$ cat config.mk
export PLATFORM = sky130hd
export DESIGN_NAME = fft32_seq_ctrl
export DESIGN_NICKNAME = d
export VERILOG_FILES = /design/src/rtl/fft_pkg.sv /design/src/rtl/fft_stage_cnt.sv /design/src/rtl/fft32_seq_ctrl.sv
export SDC_FILE = /design/constraint.sdc
export NUM_CORES = 1
export LEC_CHECK = 0
export ABC_AREA = 1
export CORE_MARGIN = 5
export CORE_UTILIZATION = 55
export CTS_BUF_LIST = sky130_fd_sc_hd__clkbuf_2
export DETAILED_ROUTE_END_ITERATION = 12
export HOLD_SLACK_MARGIN = 0.03
export MAX_ROUTING_LAYER = met4
export PLACE_DENSITY_LB_ADDON = 0.12
export SETUP_SLACK_MARGIN = 0.4
export SLEW_MARGIN = 25
export SYNTH_ARGS = -nofsm -noshare
export SYNTH_HDL_FRONTEND = slang
export SYNTH_SLANG_ARGS = --single-unit
$ cat constraint.sdc
create_clock -name clk -period 3.61 [get_ports clk]
set_input_delay 0.9025 -clock clk [delete_from_list [all_inputs] [get_ports clk]]
set_output_delay 0.9025 -clock clk [all_outputs]
set_load 0.02 [all_outputs]
$ cat src/rtl/fft_pkg.sv
// Shared FFT32 sequencing constants: transform size, SDF stage delays,
// stage offset/latency arithmetic and output index bit reversal.
package fft_pkg;
    localparam int N       = 32;
    localparam int N_STAGE = 5;
    // Stage k delay lives in bits [5k+4:5k]: 16, 8, 4, 2, 1.
    localparam logic [24:0] STG_DLY = {5'd1, 5'd2, 5'd4, 5'd8, 5'd16};

    function automatic int stage_offset(input int k, input int stg_lat);
        int s;
        s = k * stg_lat;
        for (int j = 0; j < k; j++) s += int'(STG_DLY[5*j +: 5]);
        return s;
    endfunction

    function automatic logic [4:0] bitrev5(input logic [4:0] x);
        logic [4:0] r;
        for (int i = 0; i < 5; i++) r[i] = x[4-i];
        return r;
    endfunction
endpackage

$ cat src/rtl/fft_stage_cnt.sv
// Local sample counter for one SDF stage; produces the fill/butterfly mode
// and the twiddle exponent once the stage has been primed.
module fft_stage_cnt
    import fft_pkg::*;
#(
    parameter int K       = 0,
    parameter int STG_LAT = 1
) (
    input  logic       i_clk,
    input  logic       i_rst,
    input  logic       i_adv,
    input  logic       i_load,
    input  logic       i_prime_upd,
    input  logic [5:0] i_ecnt_nxt,
    output logic       o_mode,
    output logic [3:0] o_tw
);
    localparam int         OFF      = stage_offset(K, STG_LAT);
    localparam logic [4:0] CNT_LOAD = 5'((N - (OFF % N)) % N);
    localparam logic [5:0] OFF_W    = 6'(OFF);
    localparam logic [3:0] TW_MASK  = 4'(int'(STG_DLY[5*K +: 5]) - 1);

    logic [4:0] r_cnt;
    logic       r_primed;
    logic       w_mode;

    always_ff @(posedge i_clk or posedge i_rst) begin
        if (i_rst) begin
            r_cnt    <= '0;
            r_primed <= 1'b0;
        end else begin
            if (i_load)
                r_cnt <= CNT_LOAD;
            else if (i_adv)
                r_cnt <= r_cnt + 5'd1;
            if (i_prime_upd)
                r_primed <= (i_ecnt_nxt >= OFF_W);
        end
    end

    assign w_mode = r_primed & r_cnt[4-K];
    assign o_mode = w_mode;
    assign o_tw   = (r_primed & ~w_mode) ? ((r_cnt[3:0] & TW_MASK) << K) : 4'd0;
endmodule

$ cat src/rtl/fft32_seq_ctrl.sv
// 32-point radix-2 SDF sequencing controller: stage modes, twiddles, output framing.
// Define FFT_SEQ_BITREV_EN to present out_idx_o in bit-reversed (native DIF) order.
module fft32_seq_ctrl
    import fft_pkg::*;
#(
    parameter int STG_LAT = 1
) (
    input  logic        clk,
    input  logic        rst,
    input  logic        valid_i,
    input  logic        sof_i,
    output logic        en_o,
    output logic [4:0]  stg_mode_o,
    output logic [19:0] stg_tw_o,
    output logic        valid_o,
    output logic        sof_o,
    output logic        eof_o,
    output logic [4:0]  out_idx_o,
    output logic [7:0]  frame_cnt_o,
    output logic        sync_err_o
);
    localparam int         LAT   = stage_offset(N_STAGE, STG_LAT);
    localparam logic [5:0] LAT_W = 6'(LAT);
    localparam logic [4:0] LAT_G = 5'(LAT % N);

    logic       r_en;
    logic       r_started;
    logic       r_sync_err;
    logic [4:0] r_g;
    logic [5:0] r_ecnt;
    logic [7:0] r_frames;
    logic       w_load;
    logic       w_start;
    logic       w_prime_upd;
    logic       w_valid;
    logic [5:0] w_ecnt_nxt;
    logic [4:0] w_raw;

    assign w_load      = valid_i & sof_i;
    // A sof restarts the sequence unless it lands exactly on the frame boundary.
    assign w_start     = w_load & (~r_started | (r_g != 5'd31));
    assign w_prime_upd = valid_i & (r_started | w_start);

    always_comb begin
        w_ecnt_nxt = r_ecnt;
        if (w_start)
            w_ecnt_nxt = '0;
        else if (valid_i && r_started && (r_ecnt < LAT_W))
            w_ecnt_nxt = r_ecnt + 6'd1;
    end

    always_ff @(posedge clk or posedge rst) begin
        if (rst) begin
            r_en       <= 1'b0;
            r_started  <= 1'b0;
            r_sync_err <= 1'b0;
            r_g        <= '0;
            r_ecnt     <= '0;
            r_frames   <= '0;
        end else begin
            r_en       <= valid_i;
            r_sync_err <= w_start & r_started;
            r_started  <= r_started | w_start;
            r_ecnt     <= w_ecnt_nxt;
            if (w_load)
                r_g <= '0;
            else if (valid_i)
                r_g <= r_g + 5'd1;
            if (eof_o)
                r_frames <= r_frames + 8'd1;
        end
    end

    for (genvar k = 0; k < N_STAGE; k++) begin : g_stage
        fft_stage_cnt #(.K(k), .STG_LAT(STG_LAT)) u_stage (
            .i_clk       (clk),
            .i_rst       (rst),
            .i_adv       (valid_i),
            .i_load      (w_load),
            .i_prime_upd (w_prime_upd),
            .i_ecnt_nxt  (w_ecnt_nxt),
            .o_mode      (stg_mode_o[k]),
            .o_tw        (stg_tw_o[4*k +: 4])
        );
    end

    assign w_valid     = r_en & (r_ecnt >= LAT_W);
    assign w_raw       = r_g - LAT_G;
    assign en_o        = r_en;
    assign valid_o     = w_valid;
    assign sof_o       = w_valid & (w_raw == 5'd0);
    assign eof_o       = w_valid & (w_raw == 5'd31);
    assign frame_cnt_o = r_frames;
    assign sync_err_o  = r_sync_err;
`ifdef FFT_SEQ_BITREV_EN
    assign out_idx_o   = w_valid ? bitrev5(w_raw) : 5'd0;
`else
    assign out_idx_o   = w_valid ? w_raw : 5'd0;
`endif
endmodule

==> impl_metrics.csv <==
group,metric,value,unit
status,outcome,"finished clean",
min_path,holdPathStages,1,
logic_synthesis,synthXorXnorAreaFrac,0.0294,
layout,final_common_cell,"nand2_1",
route,drt_first_iter_violations,112,
layout,drive_gt1_frac,0.0687,
min_path,min_path_type,"flop to flop",
global_routing,antenna_found_initial,0,
global_routing,grt_pass1_vias,1699,
sta,finalHoldViolCount,0,
route,via_per_inst,4.82,
logic_synthesis,synthSimpleGateAreaFrac,0.272,
setup_path,crit_path_max_incr_delay,0.60,ns
layout,diodes,0,
power_and_ir_drop,vdd_drop_max,0.200,mV
route,postRouteWirelength,4630,um
setup_path,cp-start-kind,"flop",
sta,worst_slew_pin_slew,0.517,ns
global_routing,grt_max_degree,43,
layout,fillers,380,
die,start_util,0.559,
layout,regArea,1050,um2
logic_synthesis,ys_types,29,
logic_synthesis,yosysTopAreaCell,"dfrtp_1",
die,fp.dieH,75.8,um
logic_synthesis,yosys_warnings,0,
placement,dp.cells,379,
placement,post-dp-hpwl,3520,um
route,routedWlPerCell,12.0,um
setup_path,worstSetupPathType,"flop to output port",
clock_network,numCtsBuffers,5,
sta,finClkSkew,0.0128,ns
global_routing,grtUsageTotal,0.179,
setup_path,path_cells,"nor2_1, nand2_2, nand2_4, nor2_8, nand4_4, inv_1, clkdlybuf4s50_1",
setup_path,worstPathRequired,2.71,ns
logic_synthesis,synth_top_family_by_area,"simple AND/OR/NAND/NOR gates",
clock_network,clkLatencyLatePin,0.40,ns
sta,relSlewSlack,0.655,
die,coreArea,4260,um2
sta,min_period_over_period,0.850,
clock_network,cts_setup_buffers,0,
logic_synthesis,yosysTopAreaCellShare,0.441,
logic_synthesis,synthAdderAreaFrac,0.0630,
logic_synthesis,synth_area_leaders,"dfrtp_1, nand2_1, inv_1",
layout,multiInputGateArea,1050,um2
die,io_pins,47,
clock_network,clock-sinks,42,
setup_path,r2r_cells,14,
clock_network,clockRootBuffer,"clkbuf_2",
logic_synthesis,syn_area,2380,um2
sta,finalSetupTns,0,ns
clock_network,h-tree-depth,2,
route,ant_nets,0,
logic_synthesis,netlist_instances,297,
clock_network,path_clk_slew,0.21,ns
sta,rsz0062_at_grt,"no",
setup_path,cp_num_buf_inv,2,
flow_run,cap_violations,0,
layout,syn_to_final_growth,16.9,%
route,first_pass_iters,4,
die,die_w,75.8,um
layout,fin_nets,350,
logic_synthesis,synth_compound_area_frac,0.0588,
placement,port_buffers,36,
setup_path,critPathArrivalTime,2.17,ns
route,remaining_drc_errors,0,
setup_path,cpMaxStageDelayCell,"clkdlybuf4s50_1",
setup_path,cp-end-kind,"output port",
power_and_ir_drop,p_leak,1.52,nW
logic_synthesis,yosysSeqAreaShare,0.441,
power_and_ir_drop,cellPowerDensity,374,nW/um2
logic_synthesis,syn_area_per_cell,8.03,um2
sta,final-setup-viol-count,0,
die,row_count,24,
logic_synthesis,synth_mux_area_frac,0,
sta,slew_viol_final,0,
clock_network,clock_path_buffers,2,
global_routing,globalRouteOverflowTotal,0,
layout,instances_no_fill,387,
setup_path,cp_num_cells,7,
sta,fmax,326,MHz
sta,fin_crit,3.07,ns
die,dieArea,5750,um2
global_routing,grt_pass1_wl,7670,um
layout,final_cell_mix,"nand2_1, inv_1, dfrtp_1, clkdlybuf4s50_1, nor2_1",
power_and_ir_drop,power.total,0.00104,W
route,num_vias,1865,
setup_path,path_delay_family,"buffers and inverters",
setup_path,worstPathMaxFanout,8,
placement,gp_congestion,0.895,
sta,whs,0.480,ns
clock_network,cts_tree,"done",
setup_path,reg2reg_slack,1.64,ns
logic_synthesis,ys_ff_latch,42,
[registers in the layout, summed over array words and instances, names as in the netlist]
name / cells
r_g: 5
g_stage.u_stage.r_primed: 5
en_o: 1
frame_cnt_o: 8
r_ecnt: 6
g_stage.u_stage.r_cnt: 15
sync_err_o: 1
r_started: 1
[per-stage QoR]
stage	util	setup slack, ns	area (um2)
after global placement	0.642	0.949	2740
final	0.653	0.540	2790
after CTS	0.652	0.458	2780
after detailed placement	0.642	0.899	2740
after floorplan	-	1.44	2420
after global routing	0.653	0.407	2790
[report_power, final]
| group | internal [W] | switching [W] |
|---|---|---|
| registers | 0.000525 | 0.0000473 |
| clock network | 0.0000512 | 0.000156 |
| logic | 0.0000962 | 0.000166 |
| total | 0.000673 | 0.000370 |
[Yosys cell counts (all sizes together)]
cell and count:
nand2 65, inv 53, dfrtp 42, nor2 35
nand3 22, buf 15, a21oi 12, ha 12
o21ai 12, nand4 7, xor2 5, nor3 3
nor4 3, xnor2 3, clkbuf 2, a31o 1
conb 1, nand3b 1, nor3b 1, o21bai 1
or2 1
[layout make-up]
class | count | area share
clock buffer | 6 | 0.0108
multi-input combinational | 194 | 0.376
clock inverter | 2 | 0.00494
inverter | 53 | 0.0714
tap | 52 | 0.0234
timing repair buffer | 38 | 0.136
sequential | 42 | 0.378
[final timing paths]
path / from / endpoint
hold / removal: g_stage[0].u_stage.r_cnt[3] / g_stage[0].u_stage.r_cnt[3]
setup / recovery: r_ecnt[3] / eof_o
setup reg to reg: r_g[0] / g_stage[2].u_stage.r_primed
hold reg to reg: g_stage[0].u_stage.r_cnt[3] / g_stage[0].u_stage.r_cnt[3]
max in group asynchronous: rst / r_ecnt[4]
min in group asynchronous: rst / frame_cnt_o[7]
[cell families after synthesis]
family | Yosys count
and+or+nand+nor | 138
buffers and inverters | 70
DFF | 42
AOI/OAI and AO/OA | 26
adders and majority gates | 12
xor gates and xnor gates | 8
other | 1
[per-layer routing]
metal,share of wire,track usage
met4,0.0073,0.0408
met5,0,-
met3,0.047,0.0435
met2,0.45,0.253
met1,0.50,0.259
[repair_timing]
| item | 4_1_cts | 5_1_grt |
|---|---|---|
| hold buffers | 0 | 0 |
| setup endpoints to repair | 0 | 2 |
| gates resized for setup | 0 | 2 |
(Power assumes the default switching activity.)
